<file path="src/rtl/mips_load_align_wb.sv">
// Load write-back stage: memory read, lane alignment, extension, reg-file write.
// Define UNALIGNED_LOAD_EN to enable the LWL/LWR merge path.
module mips_load_align_wb #(
    parameter int TIMEOUT_CYCLES = 16
) (
    input  logic        Clk,
    input  logic        Reset,
    input  logic        Req_valid,
    output logic        Req_ready,
    input  logic [2:0]  Req_op,
    input  logic [1:0]  Req_addr_lo,
    input  logic [4:0]  Req_dest,
    output logic        Mem_req,
    input  logic        Mem_rvalid,
    input  logic [31:0] Mem_rdata,
    output logic [4:0]  Rd_addr,
    output logic [31:0] Rd_in,
    output logic [3:0]  Rd_write_byte_en,
    output logic        Done,
    output logic        Addr_err,
    output logic        Timeout
);

    localparam int CW = $clog2(TIMEOUT_CYCLES + 1);
    localparam logic [CW-1:0] CNT_LAST = CW'(TIMEOUT_CYCLES - 1);

    localparam logic [2:0] OP_LB  = 3'b000;
    localparam logic [2:0] OP_LH  = 3'b001;
    localparam logic [2:0] OP_LWL = 3'b010;
    localparam logic [2:0] OP_LW  = 3'b011;
    localparam logic [2:0] OP_LBU = 3'b100;
    localparam logic [2:0] OP_LHU = 3'b101;
    localparam logic [2:0] OP_LWR = 3'b110;

    typedef enum logic [1:0] {
        IDLE,
        WAIT_MEM,
        WRITE
    } state_t;

    state_t        state_q, state_n;
    logic [CW-1:0] cnt_q, cnt_n;
    logic [2:0]    op_q, op_n;
    logic [1:0]    k_q, k_n;
    logic [4:0]    dest_q, dest_n;

    logic        mem_req_n;
    logic [4:0]  rd_addr_n;
    logic [31:0] rd_in_n;
    logic [3:0]  en_n;
    logic        done_n;
    logic        aerr_n;
    logic        tmo_n;

    logic        req_legal;
    logic [31:0] byte_sh;
    logic [7:0]  lane_b;
    logic [15:0] lane_h;
    logic [31:0] align_data;
    logic [3:0]  align_en;

    assign Req_ready = (state_q == IDLE) & ~Reset;

    always_comb begin
        req_legal = 1'b1;
        case (Req_op)
            OP_LB, OP_LBU: req_legal = 1'b1;
            OP_LH, OP_LHU: req_legal = ~Req_addr_lo[0];
            OP_LW:         req_legal = (Req_addr_lo == 2'b00);
`ifdef UNALIGNED_LOAD_EN
            OP_LWL, OP_LWR: req_legal = 1'b1;
`else
            OP_LWL, OP_LWR: req_legal = 1'b0;
`endif
            default:       req_legal = 1'b0;
        endcase
    end

    assign byte_sh = Mem_rdata >> {k_q, 3'b000};
    assign lane_b  = byte_sh[7:0];
    assign lane_h  = k_q[1] ? Mem_rdata[31:16] : Mem_rdata[15:0];

    always_comb begin
        align_data = 32'h0;
        align_en   = 4'b0000;
        case (op_q)
            OP_LB: begin
                align_data = {{24{lane_b[7]}}, lane_b};
                align_en   = 4'b1111;
            end
            OP_LBU: begin
                align_data = {24'h0, lane_b};
                align_en   = 4'b1111;
            end
            OP_LH: begin
                align_data = {{16{lane_h[15]}}, lane_h};
                align_en   = 4'b1111;
            end
            OP_LHU: begin
                align_data = {16'h0, lane_h};
                align_en   = 4'b1111;
            end
            OP_LW: begin
                align_data = Mem_rdata;
                align_en   = 4'b1111;
            end
`ifdef UNALIGNED_LOAD_EN
            // 3-k equals ~k for a 2-bit lane index
            OP_LWL: begin
                align_data = Mem_rdata << {~k_q, 3'b000};
                align_en   = 4'b1111 << ~k_q;
            end
            OP_LWR: begin
                align_data = Mem_rdata >> {k_q, 3'b000};
                align_en   = 4'b1111 >> k_q;
            end
`endif
            default: begin
                align_data = 32'h0;
                align_en   = 4'b0000;
            end
        endcase
    end

    always_comb begin
        state_n   = state_q;
        cnt_n     = cnt_q;
        op_n      = op_q;
        k_n       = k_q;
        dest_n    = dest_q;
        mem_req_n = 1'b0;
        rd_addr_n = 5'd0;
        rd_in_n   = 32'h0;
        en_n      = 4'b0000;
        done_n    = 1'b0;
        aerr_n    = 1'b0;
        tmo_n     = 1'b0;
        case (state_q)
            IDLE: begin
                if (Req_valid) begin
                    if (req_legal) begin
                        state_n   = WAIT_MEM;
                        cnt_n     = '0;
                        op_n      = Req_op;
                        k_n       = Req_addr_lo;
                        dest_n    = Req_dest;
                        mem_req_n = 1'b1;
                    end else begin
                        aerr_n = 1'b1;
                    end
                end
            end
            WAIT_MEM: begin
                // a response in the last counted cycle still completes the load
                if (Mem_rvalid) begin
                    state_n   = WRITE;
                    cnt_n     = '0;
                    done_n    = 1'b1;
                    rd_addr_n = dest_q;
                    rd_in_n   = align_data;
                    en_n      = align_en;
                end else if (cnt_q == CNT_LAST) begin
                    state_n = IDLE;
                    cnt_n   = '0;
                    tmo_n   = 1'b1;
                end else begin
                    cnt_n     = cnt_q + CW'(1);
                    mem_req_n = 1'b1;
                end
            end
            WRITE: begin
                state_n = IDLE;
            end
            default: begin
                state_n = IDLE;
            end
        endcase
    end

    always_ff @(posedge Clk) begin
        if (Reset) begin
            state_q          <= IDLE;
            cnt_q            <= '0;
            op_q             <= 3'b000;
            k_q              <= 2'b00;
            dest_q           <= 5'd0;
            Mem_req          <= 1'b0;
            Rd_addr          <= 5'd0;
            Rd_in            <= 32'h0;
            Rd_write_byte_en <= 4'b0000;
            Done             <= 1'b0;
            Addr_err         <= 1'b0;
            Timeout          <= 1'b0;
        end else begin
            state_q          <= state_n;
            cnt_q            <= cnt_n;
            op_q             <= op_n;
            k_q              <= k_n;
            dest_q           <= dest_n;
            Mem_req          <= mem_req_n;
            Rd_addr          <= rd_addr_n;
            Rd_in            <= rd_in_n;
            Rd_write_byte_en <= en_n;
            Done             <= done_n;
            Addr_err         <= aerr_n;
            Timeout          <= tmo_n;
        end
    end

endmodule

</file>
<file path="config.mk">
export PLATFORM = sky130hd
export DESIGN_NAME = mips_load_align_wb
export DESIGN_NICKNAME = d
export VERILOG_FILES = /design/src/rtl/mips_load_align_wb.sv
export SDC_FILE = /design/constraint.sdc
export NUM_CORES = 1
export LEC_CHECK = 0
export BUFFER_PORTS_ARGS = -buffer_cell sky130_fd_sc_hd__buf_2
export CORE_UTILIZATION = 25
export CTS_BUF_LIST = sky130_fd_sc_hd__clkbuf_16
export DETAILED_ROUTE_END_ITERATION = 12
export HOLD_SLACK_MARGIN = 0.12
export PLACE_DENSITY = 0.58
export SLEW_MARGIN = 20
export SYNTH_ARGS = -nofsm -noshare
export SYNTH_HDL_FRONTEND = slang
export SYNTH_SLANG_ARGS = --single-unit
export TNS_END_PERCENT = 50
</file>
<file path="constraint.sdc">
create_clock -name Clk -period 2.51 [get_ports Clk]
set_input_delay 0.1255 -clock Clk [delete_from_list [all_inputs] [get_ports Clk]]
set_output_delay 0.1255 -clock Clk [all_outputs]
set_load 0.005 [all_outputs]
</file>
==> results by stage, run 1 <==
Logic synthesis:
- The combined area of all synthesized cells is 0.00242 mm^2.
- The number of warnings printed during yosys synthesis is 0.
- The synthesized instance count is 243.
- The net count after synthesis is 290.
- The synthesized netlist contains 44 unique library cells.
- The share of flip-flops with an asynchronous set or reset after synthesis is 0%.
- The post-synthesis area per instance is 9.96 um^2.
- The sequential share of the synthesized area is 48.8%.
- Yosys mapped a number of flops with a built-in enable equal to 0.
- Synthesis inferred 59 register bits.
- The most used flip-flop cell after synthesis is sky130_fd_sc_hd__dfxtp_1.

Global routing:
- The first global-routing pass estimated 10.7 mm of wire.
- The number of antenna violations at the first check in global routing was 0.
- The aggregate global routing overflow is 0.
- The number of global-route vias before repair was 2117.
- The overall global routing resource usage is 14.0%.
- The maximum number of pins on one net before global-route repair is 22.

Clocking:
- The clock latency on the worst-skew pair is 0.32 ns.
- TritonCTS built the clock tree.
- The number of levels the H-tree was split into is 3.
- For this design, the sink count on the clock tree is 59.
- The number of buffers on the longest clock path is 2.
- The cell chosen for the clock root is sky130_fd_sc_hd__clkbuf_16.
- In this run, CTS created clock tree buffers numbering 9.
- After clock tree synthesis, the clock-pin slew on the worst setup and hold paths is 0.05 ns.

Final layout:
- The filler cells instantiated in the layout total 946.
- In the final design database the tool counted 411 nets.
- The final instance count without filler cells is 497.
- The growth of design area from synthesis to finish is 47.0%.
- The number of antenna diodes in the final layout is 0.
- The fraction of final layout cells with drive strength greater than 1 is 31.0%.

STA:
- The number of pins with negative max-slew slack in the final report is 0.
- The worst path uses 91.6% of the clock period.
- In the post-route analysis, the smallest setup slack over all paths is 0.211 ns.
- The worst path needs 2.30 ns of the cycle, external delays included.
- The number of failing hold endpoints at the final stage was 0.
- The sum of negative setup slack is 0 ns.
- Setup violations remaining at the end of the flow were counted as 0.
- The slew at the pin closest to its max-slew limit is 0.662 ns.
- The clock skew after layout is 0.00599 ns.
- The worst pin sits at a relative slew slack of 55.5%.
- Setup repair after global routing left no endpoint under its margin.
- The top achievable clock speed is 435 MHz.

Routing:
- The wire length per cell is 13.5 um.
- The pre-antenna-repair detailed-routing pass consisted of 4 iterations.
- The number of vias per cell after detailed routing is 4.50.
- The detailed router placed 2236 vias in this run.
- The initial detailed-routing violation count is 79.
- In the routed design, unresolved DRC markers number 0.
- The final routed wirelength across all metal layers is 6.69 mm.
- The post-route antenna net violation count is 0.

Placement:
- The placed wire-length estimate is 4.77 mm.
- OpenSTA, run right after detailed placement, puts the worst setup slack at 0.589 ns.
- The number of input and output port buffers inserted is 91.
- The final weighted congestion in routability-driven placement is 0.817.
- The cell count after placement is 447.

Worst setup path:
- The maximum net fanout on the critical path is 17.
- The highest cell delay on the worst timing path is 0.56 ns.
- The worst setup path is of the flip-flop to flip-flop kind.
- At the worst endpoint, the required time is 2.78 ns.
- The nature of the critical path endpoint is a flip-flop.
- The cell type of the slowest stage on the worst timing path is sky130_fd_sc_hd__dlygate4sd3_1.
- Traced cell by cell, the critical path runs through nand2b_4 > nor3b_4 > nand2_1 > a31oi_1 > dlygate4sd3_1.
- The critical path data arrival time is 2.57 ns.
- The number of buffers and inverters on the critical path is 1.
- The family of cells with the greatest summed delay on the critical path is simple AND/OR/NAND/NOR gates.
- The kind of launch point of the worst setup path is a flip-flop.

Floorplanning:
- The initial utilization of the core area, before any placement, comes to 26.0%.
- After floorplanning, the core was divided into 35 placement rows.
- Measured along the y axis, the die boundary spans 100 um.
- The die is 100 um wide.
- The floorplan step defined a die boundary enclosing 0.0101 mm^2.
- The core area is 0.00933 mm^2.
- Pin placement for this block handled 92 I/O pins.

Run:
- Across the run, the number of max-cap violations was 0.

Status:
- The run finished with clean final reports.

Pwr:
- The leakage dissipation is 1.78 nW.
- The power density over the cells is 657 mW/mm^2.
- Across the VDD grid, the largest voltage drop is 0.284 mV.
- The sum of internal, switching and leakage power is 0.00234 W.

Worst hold path:
- The class of the tightest hold or removal check is input port to flip-flop.
layer usage:
metal  vias to the layer above  wire length [um]  track usage (%)
met5                         -                 0                0
met4                         0                63             5.46
met3                         6               459             4.87
met2                        80              3090             22.0
met1                      1037              3070             17.5
li1                       1113                 -                -
logic make-up after synthesis:
family,share of synthesized area [%]
AND/OR/NAND/NOR,16.8
flip-flops,48.8
multiplexers,9.77
buffers and inverters,5.84
adder cells (fa/ha/maj),0.517
AO/OA/AOI/OAI,18.2
worst paths after layout:
kind | startpoint | endpoint | slack [ns] | depth (start not counted)
max | state_q[0] | Rd_in[6] | 0.21 | 5
min | Mem_rdata[5] | Rd_in[5] | 0.15 | 3
max reg2reg | state_q[0] | Rd_in[6] | 0.21 | 5
min reg2reg | dest_q[2] | Rd_addr[2] | 0.45 | 1
cell type report:
class	count	area, um^2	share of cell area [%]
timing repair buffer	129	828	23.3
sequential	59	1180	33.2
tap	129	161	4.53
clock inverter	6	50.0	1.41
multi-input combinational	161	1100	30.9
clock buffer	9	225	6.33
inverter	4	15.0	0.422
synth_stat cells, drive strengths merged, types with 5 or more instances:
cell      n  area (um^2)
dfxtp    59         1180
mux2i    18          180
nor2     18         67.6
a21o     17          128
nand2    17         63.8
a21oi    15         75.1
buf      13          100
a31oi     9         56.3
and2      7         43.8
clkbuf    6         26.3
o2bb2ai   6         52.6
mux2      5         56.3
stage by stage:
stage / hold WS, ns / utilization [%] / cell area (um^2)
2_1_floorplan: 0.216 / - / 2420
6_report: 0.146 / 38.2 / 3560
5_1_grt: 0.153 / 38.2 / 3560
3_3_place_gp: 0.347 / 31.5 / 2930
3_5_place_dp: 0.345 / 31.5 / 2930
4_1_cts: 0.138 / 38.2 / 3560
cells in the final DEF, fill, tap and decap left out, drive strengths merged, types with 7 or more instances in the layout:
cell / synthesis / final
a21oi: 15 / 15
a31oi: 9 / 9
mux2i: 18 / 18
dlygate4sd3: 0 / 35
nand2: 17 / 17
buf: 13 / 94
and2: 7 / 7
dfxtp: 59 / 59
clkbuf: 6 / 9
a21o: 17 / 17
nor2: 18 / 18
worst reg2reg max path: stages (launching register included):
cell	delay, ns
sky130_fd_sc_hd__dfxtp_1	0.41
sky130_fd_sc_hd__nand2b_4	0.09
sky130_fd_sc_hd__nor3b_4	0.41
sky130_fd_sc_hd__nand2_1	0.49
sky130_fd_sc_hd__a31oi_1	0.27
sky130_fd_sc_hd__dlygate4sd3_1	0.56
report_power, final:
part | internal (W) | switching (W) | leakage [nW]
logic | 0.000123 | 0.000107 | 1.16
registers | 0.000956 | 0.0000160 | 0.477
clock network | 0.000744 | 0.000394 | 0.143
sequential cells by signal (all words and copies together) (netlist names), 2 cells and up:
register  count
dest_q        5
state_q       2
Rd_addr       5
Rd_in        32
k_q           2
cnt_q         5
op_q          3
what timing repair did:
item	4_1_cts	5_1_grt
gates resized for setup	0	0
hold endpoints to repair	34	0
buffers inserted	0	0
hold buffers	35	0
No activity file was read; power rests on OpenSTA's default activity.
==> run 2, diff against run 1 <==
CORE_ASPECT_RATIO = 1.75   (was not set)
==> run 2 against run 1 <==
Maximum frequency is 3.2% higher. Register-to-register slack better by 0.07 ns. Combinational power hardly changed. Sequential share of layout area is 0.16 points lower. Critical path type unchanged.
==> results by stage, run 2 (synthesis results as in run 1) <==
Worst setup path:
- The largest individual stage delay along the critical path comes from the cell sky130_fd_sc_hd__dlygate4sd3_1.
- The critical path data arrival time is 2.50 ns (-0.07 ns).
- The highest cell delay on the worst timing path came to 0.56 ns (about the same).
- The critical path is of the flip-flop to flip-flop type.
- The worst path required time is 2.78 ns (about the same).
- The minimum setup slack among reg-to-reg paths is 0.28 ns (+0.07 ns).
- The worst setup path is launched from a flip-flop.
- The signal on the critical path passes through nand2b_4 > nor3b_4 > nand2_1 > a31oi_1 > dlygate4sd3_1.
- The nature of the critical path endpoint is a flip-flop.
- The maximum net fanout on the critical path is 17 (unchanged).

STA:
- The share of the cycle needed by the critical path after routing is 88.8% (-2.8 points).
- The slew at the pin closest to its max-slew limit is 0.641 ns (-0.0206 ns).
- The relative max-transition margin is 57.2% (+1.7 points).
- Setup repair after global routing left no endpoint under its margin.
- The sum of negative setup slack is 0 ns (unchanged).
- The clock skew after layout is 0.00293 ns (-0.00307 ns).
- The total of endpoints with negative setup slack in the final report is 0 (unchanged).
- The worst setup margin came to 0.282 ns (+0.0710 ns).
- The hold slack came to 0.127 ns (-0.0192 ns).
- The number of failing hold endpoints at the final stage is 0 (unchanged).
- The number of pins with negative max-slew slack in the final report came to 0 (unchanged).
- The minimum clock period after layout is 2.23 ns (-0.0710 ns).
- The top achievable clock speed came to 449 MHz (+3.2%).

Final layout:
- The growth of design area from synthesis to finish is 47.8%.
- The area of the multi-input gates came to 0.00110 mm^2 (unchanged).
- The number of flip-flops under the largest register name came to 32 (unchanged).
- Leaving out fill and tap cells, the most frequent cell in the layout is sky130_fd_sc_hd__buf_2.
- In the layout the commonest cells are sky130_fd_sc_hd__buf_2 (91), sky130_fd_sc_hd__dfxtp_1 (59), sky130_fd_sc_hd__dlygate4sd3_1 (35).
- The fraction of final layout cells with drive strength greater than 1 came to 31.3% (+0.27 points).
- The number of nets in the finished design was 410 (-0.24%).
- The count of filler cells inserted in the layout is 982 (+3.8%).
- The total area of sequential cells is 0.00118 mm^2 (unchanged).
- Rd_in holds more flip-flops than any other register.
- The antenna diode instance count is 0 (unchanged).

Clocking:
- The number of buffers on the longest clock path is 2 (unchanged).
- The cell chosen for the clock root is sky130_fd_sc_hd__clkbuf_16.
- The clock latency on the worst-skew pair is 0.32 ns (about the same).
- TritonCTS built the clock tree.
- The post-CTS resize count came to 0 (unchanged).
- The number of levels the H-tree was split into is 3 (unchanged).
- The number of buffers inserted by post-CTS setup repair was 0 (unchanged).
- The TritonCTS sink count is 59 (unchanged).
- The number of buffers created by CTS came to 9 (unchanged).
- The clock transition time at the flip-flop clock pins of the worst setup and hold paths is 0.05 ns (about the same).

Floorplanning:
- The effective utilization at floorplan is 25.7% (-0.22 points).
- The floorplan row count is 47 (+34%).
- The die height is 132 um (+32%).
- The core area was 0.00941 mm^2 (+0.87%).
- The width of the die is 76.4 um (-24%).
- The total I/O pin count is 92 (unchanged).
- The area of the die came to 0.0101 mm^2 (+0.15%).

Pwr:
- The leakage dissipation is 1.79 nW (+0.20%).
- The power density over the cells is 690 mW/mm^2 (+5.0%).
- The maximum VDD drop is 0.418 mV (+47%).

Worst hold path:
- The class of the tightest hold or removal check is input port to flip-flop.

Placement:
- The placed wire-length estimate came to 4.98 mm (+4.6%).
- The worst-case setup slack after placement was 0.615 ns (+0.0256 ns).
- The number of input and output port buffers inserted came to 91 (unchanged).
- The final weighted congestion in routability-driven placement came to 0.808 (-1.1%).

Routing:
- The wire length per cell is 14.0 um (+4.4%).
- The via count of the routed design is 2227 (-0.40%).
- The post-route DRC violation count came to 0 (unchanged).
- The number of vias per cell after detailed routing is 4.54 (+1.0%).
- The total length of routed met3 wires is 321 um (-30%).
- The met2 routed wirelength is 3.79 mm (+22%).
- The number of detailed-routing iterations run before antenna repair was 5 (+1).
- The post-route antenna net violation count is 0 (unchanged).
- The met1 wire length came to 2.57 mm (-16%).
- The final routed wirelength across all metal layers came to 6.88 mm (+3.0%).
- The initial detailed-routing violation count was 115 (+46%).
- The top layer used by detailed routing is met4.

Global routing:
- The overall global routing resource usage is 14.1% (+0.098 points).
- The number of global-route vias before repair was 2214 (+4.6%).
- The aggregate global routing overflow was 0 (unchanged).
- The global-route wire length before repair was 10.7 mm (+0.20%).
- The maximum number of pins on one net before global-route repair is 22 (unchanged).
- The number of antenna violations at the first check in global routing is 0 (unchanged).

Status:
- The run finished with clean final reports.

Run:
- The number of maximum-capacitance constraint violations is 0 (unchanged).
run 2: cell types whose count changed in the layout (fill, tap and decap cells not counted):
cell | before | now
sky130_fd_sc_hd__bufinv_16 | 1 | 2
sky130_fd_sc_hd__inv_1 | 6 | 5
sky130_fd_sc_hd__buf_4 | 3 | 2
sky130_fd_sc_hd__clkinvlp_4 | 0 | 1
run 2: critical path, delay by kind of cell (launching register included):
kind / cells / cell delay [ns]
and+or+nand+nor: 3 / 0.93
DFF: 1 / 0.41
buffers and inverters: 1 / 0.56
AOI/OAI and AO/OA: 1 / 0.27
run 2: metal layers:
layer  up-vias  track usage, %
met5         -               0
met3        16            2.70
li1       1108               -
met4         0            9.29
met2        82            26.3
met1      1021            13.7
run 2: final timing paths:
path,start,to,cells past startpoint
worst max-delay path,state_q[0],Rd_in[6],5
worst min-delay path,Mem_rdata[5],Rd_in[5],3
worst max register to register,state_q[0],Rd_in[6],5
worst min register to register,dest_q[1],Rd_addr[1],1
run 2: layout make-up:
cell class              count  area share [%]
flip-flops and latches     59            33.0
clock buffers               9            6.30
clock inverters             7            2.34
repair buffers            128            22.9
inverters                   4           0.420
well taps                 122            4.27
multi-input cells         161            30.7
run 2: what timing repair did:
| action | CTS | global route |
|---|---|---|
| setup endpoints to repair | 0 | 0 |
| endpoints found under the hold margin | 34 | 0 |
| hold buffers | 35 | 0 |
run 2: where the power goes:
| group | total [W] | leakage (nW) | switching [W] | internal (W) |
|---|---|---|---|---|
| clock network | 0.00127 | 0.152 | 0.000412 | 0.000855 |
| logic | 0.000228 | 1.16 | 0.000105 | 0.000122 |
| registers | 0.000974 | 0.477 | 0.0000191 | 0.000955 |
| total | 0.00247 | 1.79 | 0.000536 | 0.00193 |
run 2: through the flow:
stage                     cell area, um^2  std cells  power, W  utilization, %
after floorplan                      2420        243   0.00110               -
after global placement               2920        439   0.00118            31.0
after detailed placement             2920        439   0.00118            31.0
after CTS                            3580        490   0.00250            38.0
after global routing                 3580        490   0.00256            38.0
final                                3580        490   0.00247            38.0
==> run 3, diff against run 2 <==
SETUP_SLACK_MARGIN = 0.3   (was not set)
==> run 3 against run 2 <==
Global-route usage rose by 0.10 points. Cell area did not move. Maximum frequency rose by 18%. Total power barely moved. Clock power barely moved. Setup slack improved by 0.34 ns. Register-to-register slack improved by 0.34 ns. Utilization did not move. Via count fell by 0.27%. Combinational power barely moved. Flip-flop and latch count did not move. Largest cell class unchanged. Highest routed layer unchanged.
==> results by stage, run 3 (synthesis results as in run 1) <==
Routing:
- The final routed wirelength across all metal layers is 6.93 mm (+0.61%).
- The wire length per cell is 14.1 um (+0.61%).
- The number of detailed-routing iterations run before antenna repair is 4 (-1).
- The via count of the routed design is 2221 (-0.27%).
- The post-route antenna net violation count is 0 (unchanged).
- The post-route DRC violation count is 0 (unchanged).
- The initial detailed-routing violation count is 127 (+10%).
- The number of vias per cell after detailed routing came to 4.53 (-0.27%).

Final layout:
- The number of nets in the finished design is 410 (unchanged).
- The number of flip-flops under the largest register name came to 32 (unchanged).
- The library cell used most frequently in the layout, excluding fill and tap cells, is sky130_fd_sc_hd__buf_2.
- The total area of sequential cells is 0.00118 mm^2 (unchanged).
- The area of the multi-input gates is 0.00110 mm^2 (unchanged).
- The growth of design area from synthesis to finish is 47.8% (unchanged).
- The count of filler cells inserted in the layout is 983 (+0.10%).
- The register with the most flip-flops is Rd_in.
- The antenna diode instance count came to 0 (unchanged).
- In the layout the commonest cells are sky130_fd_sc_hd__buf_2 (91), sky130_fd_sc_hd__dfxtp_1 (59), sky130_fd_sc_hd__dlygate4sd3_1 (35).
- The fraction of final layout cells with drive strength greater than 1 is 31.3% (unchanged).

Worst setup path:
- The kind of launch point of the worst setup path is a flip-flop.
- The highest cell delay on the worst timing path came to 0.69 ns (+0.13 ns).
- The minimum setup slack among reg-to-reg paths is 0.62 ns (+0.34 ns).
- The maximum net fanout on the critical path came to 16 (-1).
- The worst path required time was 2.73 ns (-0.05 ns).
- The nature of the critical path endpoint is a flip-flop.
- The critical path goes through mux2i_1 > o22ai_1 > and3_1 > a21o_1.
- The length in cells of the worst reg-to-reg path came to 4 (-1).
- The critical path data arrival time is 2.11 ns (-0.39 ns).
- The kind of critical path is flip-flop to flip-flop.
- The largest individual stage delay along the critical path comes from the cell sky130_fd_sc_hd__dfxtp_1.

STA:
- The top achievable clock speed was 529 MHz (+18%).
- The share of the cycle needed by the critical path after routing is 75.4% (-13 points).
- Setup repair after global routing left no endpoint under its margin.
- The number of failing hold endpoints at the final stage is 0 (unchanged).
- The clock skew after layout is 0.00405 ns (+0.00112 ns).
- The total of endpoints with negative setup slack in the final report is 0 (unchanged).
- The slew at the pin closest to its max-slew limit came to 0.627 ns (-0.0145 ns).
- The sum of negative setup slack came to 0 ns (unchanged).
- The minimum clock period after layout is 1.89 ns (-0.337 ns).
- The relative max-transition margin was 58.1% (+0.96 points).
- The number of pins with negative max-slew slack in the final report came to 0 (unchanged).

Pwr:
- The maximum VDD drop is 0.418 mV (about the same).
- The leakage dissipation is 1.78 nW (-0.15%).
- The power density over the cells is 691 mW/mm^2 (about the same).
- The sum of internal, switching and leakage power is 0.00247 W (about the same).

Global routing:
- The number of antenna violations at the first check in global routing came to 0 (unchanged).
- The overall global routing resource usage is 14.2% (+0.10 points).
- The number of global-route vias before repair is 2205 (-0.41%).
- The aggregate global routing overflow is 0 (unchanged).
- The global-route wire length before repair is 10.8 mm (+0.51%).
- The maximum number of pins on one net before global-route repair is 22 (unchanged).

Clocking:
- The clock latency on the worst-skew pair is 0.33 ns (about the same).
- The CTS tree is yes.
- The TritonCTS sink count came to 59 (unchanged).
- The number of buffers inserted by post-CTS setup repair is 0 (unchanged).
- The number of levels the H-tree was split into is 3 (unchanged).
- The number of buffers created by CTS is 9 (unchanged).
- The clock transition time at the flip-flop clock pins of the worst setup and hold paths is 0.05 ns (about the same).
- The number of hold buffers added after CTS is 35 (unchanged).
- The cell chosen for the clock root is sky130_fd_sc_hd__clkbuf_16.
- The post-CTS resize count is 0 (unchanged).
- The number of buffers on the longest clock path was 2 (unchanged).

Floorplanning:
- The area of the die is 0.0101 mm^2 (unchanged).
- The effective utilization at floorplan is 25.7% (unchanged).
- The total I/O pin count is 92 (unchanged).
- The core area was 0.00941 mm^2 (unchanged).
- The die height is 132 um (unchanged).
- The width of the die is 76.4 um (unchanged).
- The floorplan row count is 47 (unchanged).

Placement:
- The number of input and output port buffers inserted was 91 (unchanged).
- The placed wire-length estimate is 4.98 mm (unchanged).
- The final weighted congestion in routability-driven placement came to 0.808 (unchanged).

Worst hold path:
- The count of cells along the worst hold path is 3 (unchanged).
- The worst hold path belongs to the class input port to flip-flop.

Status:
- The flow ran to the end, and the final reports show no timing, DRC or antenna violations.

Run:
- The number of maximum-capacitance constraint violations is 0 (unchanged).
[run 3: cell counts in the layout (fill, tap and decap cells not counted)]
No cell type changed its count.
[run 3: per-layer routing]
layer	up-vias	routed length, um	GRT usage [%]
li1	1107	-	-
met1	1022	2580	13.8
met2	74	3840	26.6
met3	18	275	2.70
met4	0	232	9.29
met5	-	0	0
[run 3: worst paths after layout]
check | startpoint | endpoint
hold / removal | Mem_rdata[5] | Rd_in[5]
setup / recovery | k_q[1] | Rd_in[27]
setup reg to reg | k_q[1] | Rd_in[27]
hold reg to reg | dest_q[1] | Rd_addr[1]
[run 3: per-stage QoR]
stage	cells	hold WS (ns)	util, %	instance area (um^2)	worst slack (ns)
5_1_grt	490	0.143	38.0	3580	0.429
4_1_cts	490	0.122	38.0	3580	0.607
3_3_place_gp	439	0.342	31.0	2920	0.686
6_report	490	0.133	38.0	3580	0.619
3_5_place_dp	439	0.344	31.0	2920	0.615
2_1_floorplan	243	0.216	-	2420	1.00
[run 3: layout make-up]
type                    count  area share, %
flip-flops and latches     59           33.0
well taps                 122           4.27
repair buffers            128           22.9
multi-input cells         161           30.7
inverters                   4          0.420
clock buffers               9           6.30
clock inverters             7           2.34
[run 3: report_power, final]
part	total, W	internal (W)	switching, W	leakage, nW
combinational	0.000229	0.000123	0.000106	1.16
sequential	0.000974	0.000955	0.0000189	0.477
clock	0.00127	0.000854	0.000413	0.152
total	0.00247	0.00193	0.000538	1.78
[run 3: worst max-delay path: cells and delay by family (launching register included)]
| kind | cells | cell delay (ns) |
|---|---|---|
| AOI/OAI and AO/OA | 2 | 0.37 |
| muxes | 1 | 0.34 |
| DFF | 1 | 0.69 |
| and+or+nand+nor | 1 | 0.39 |
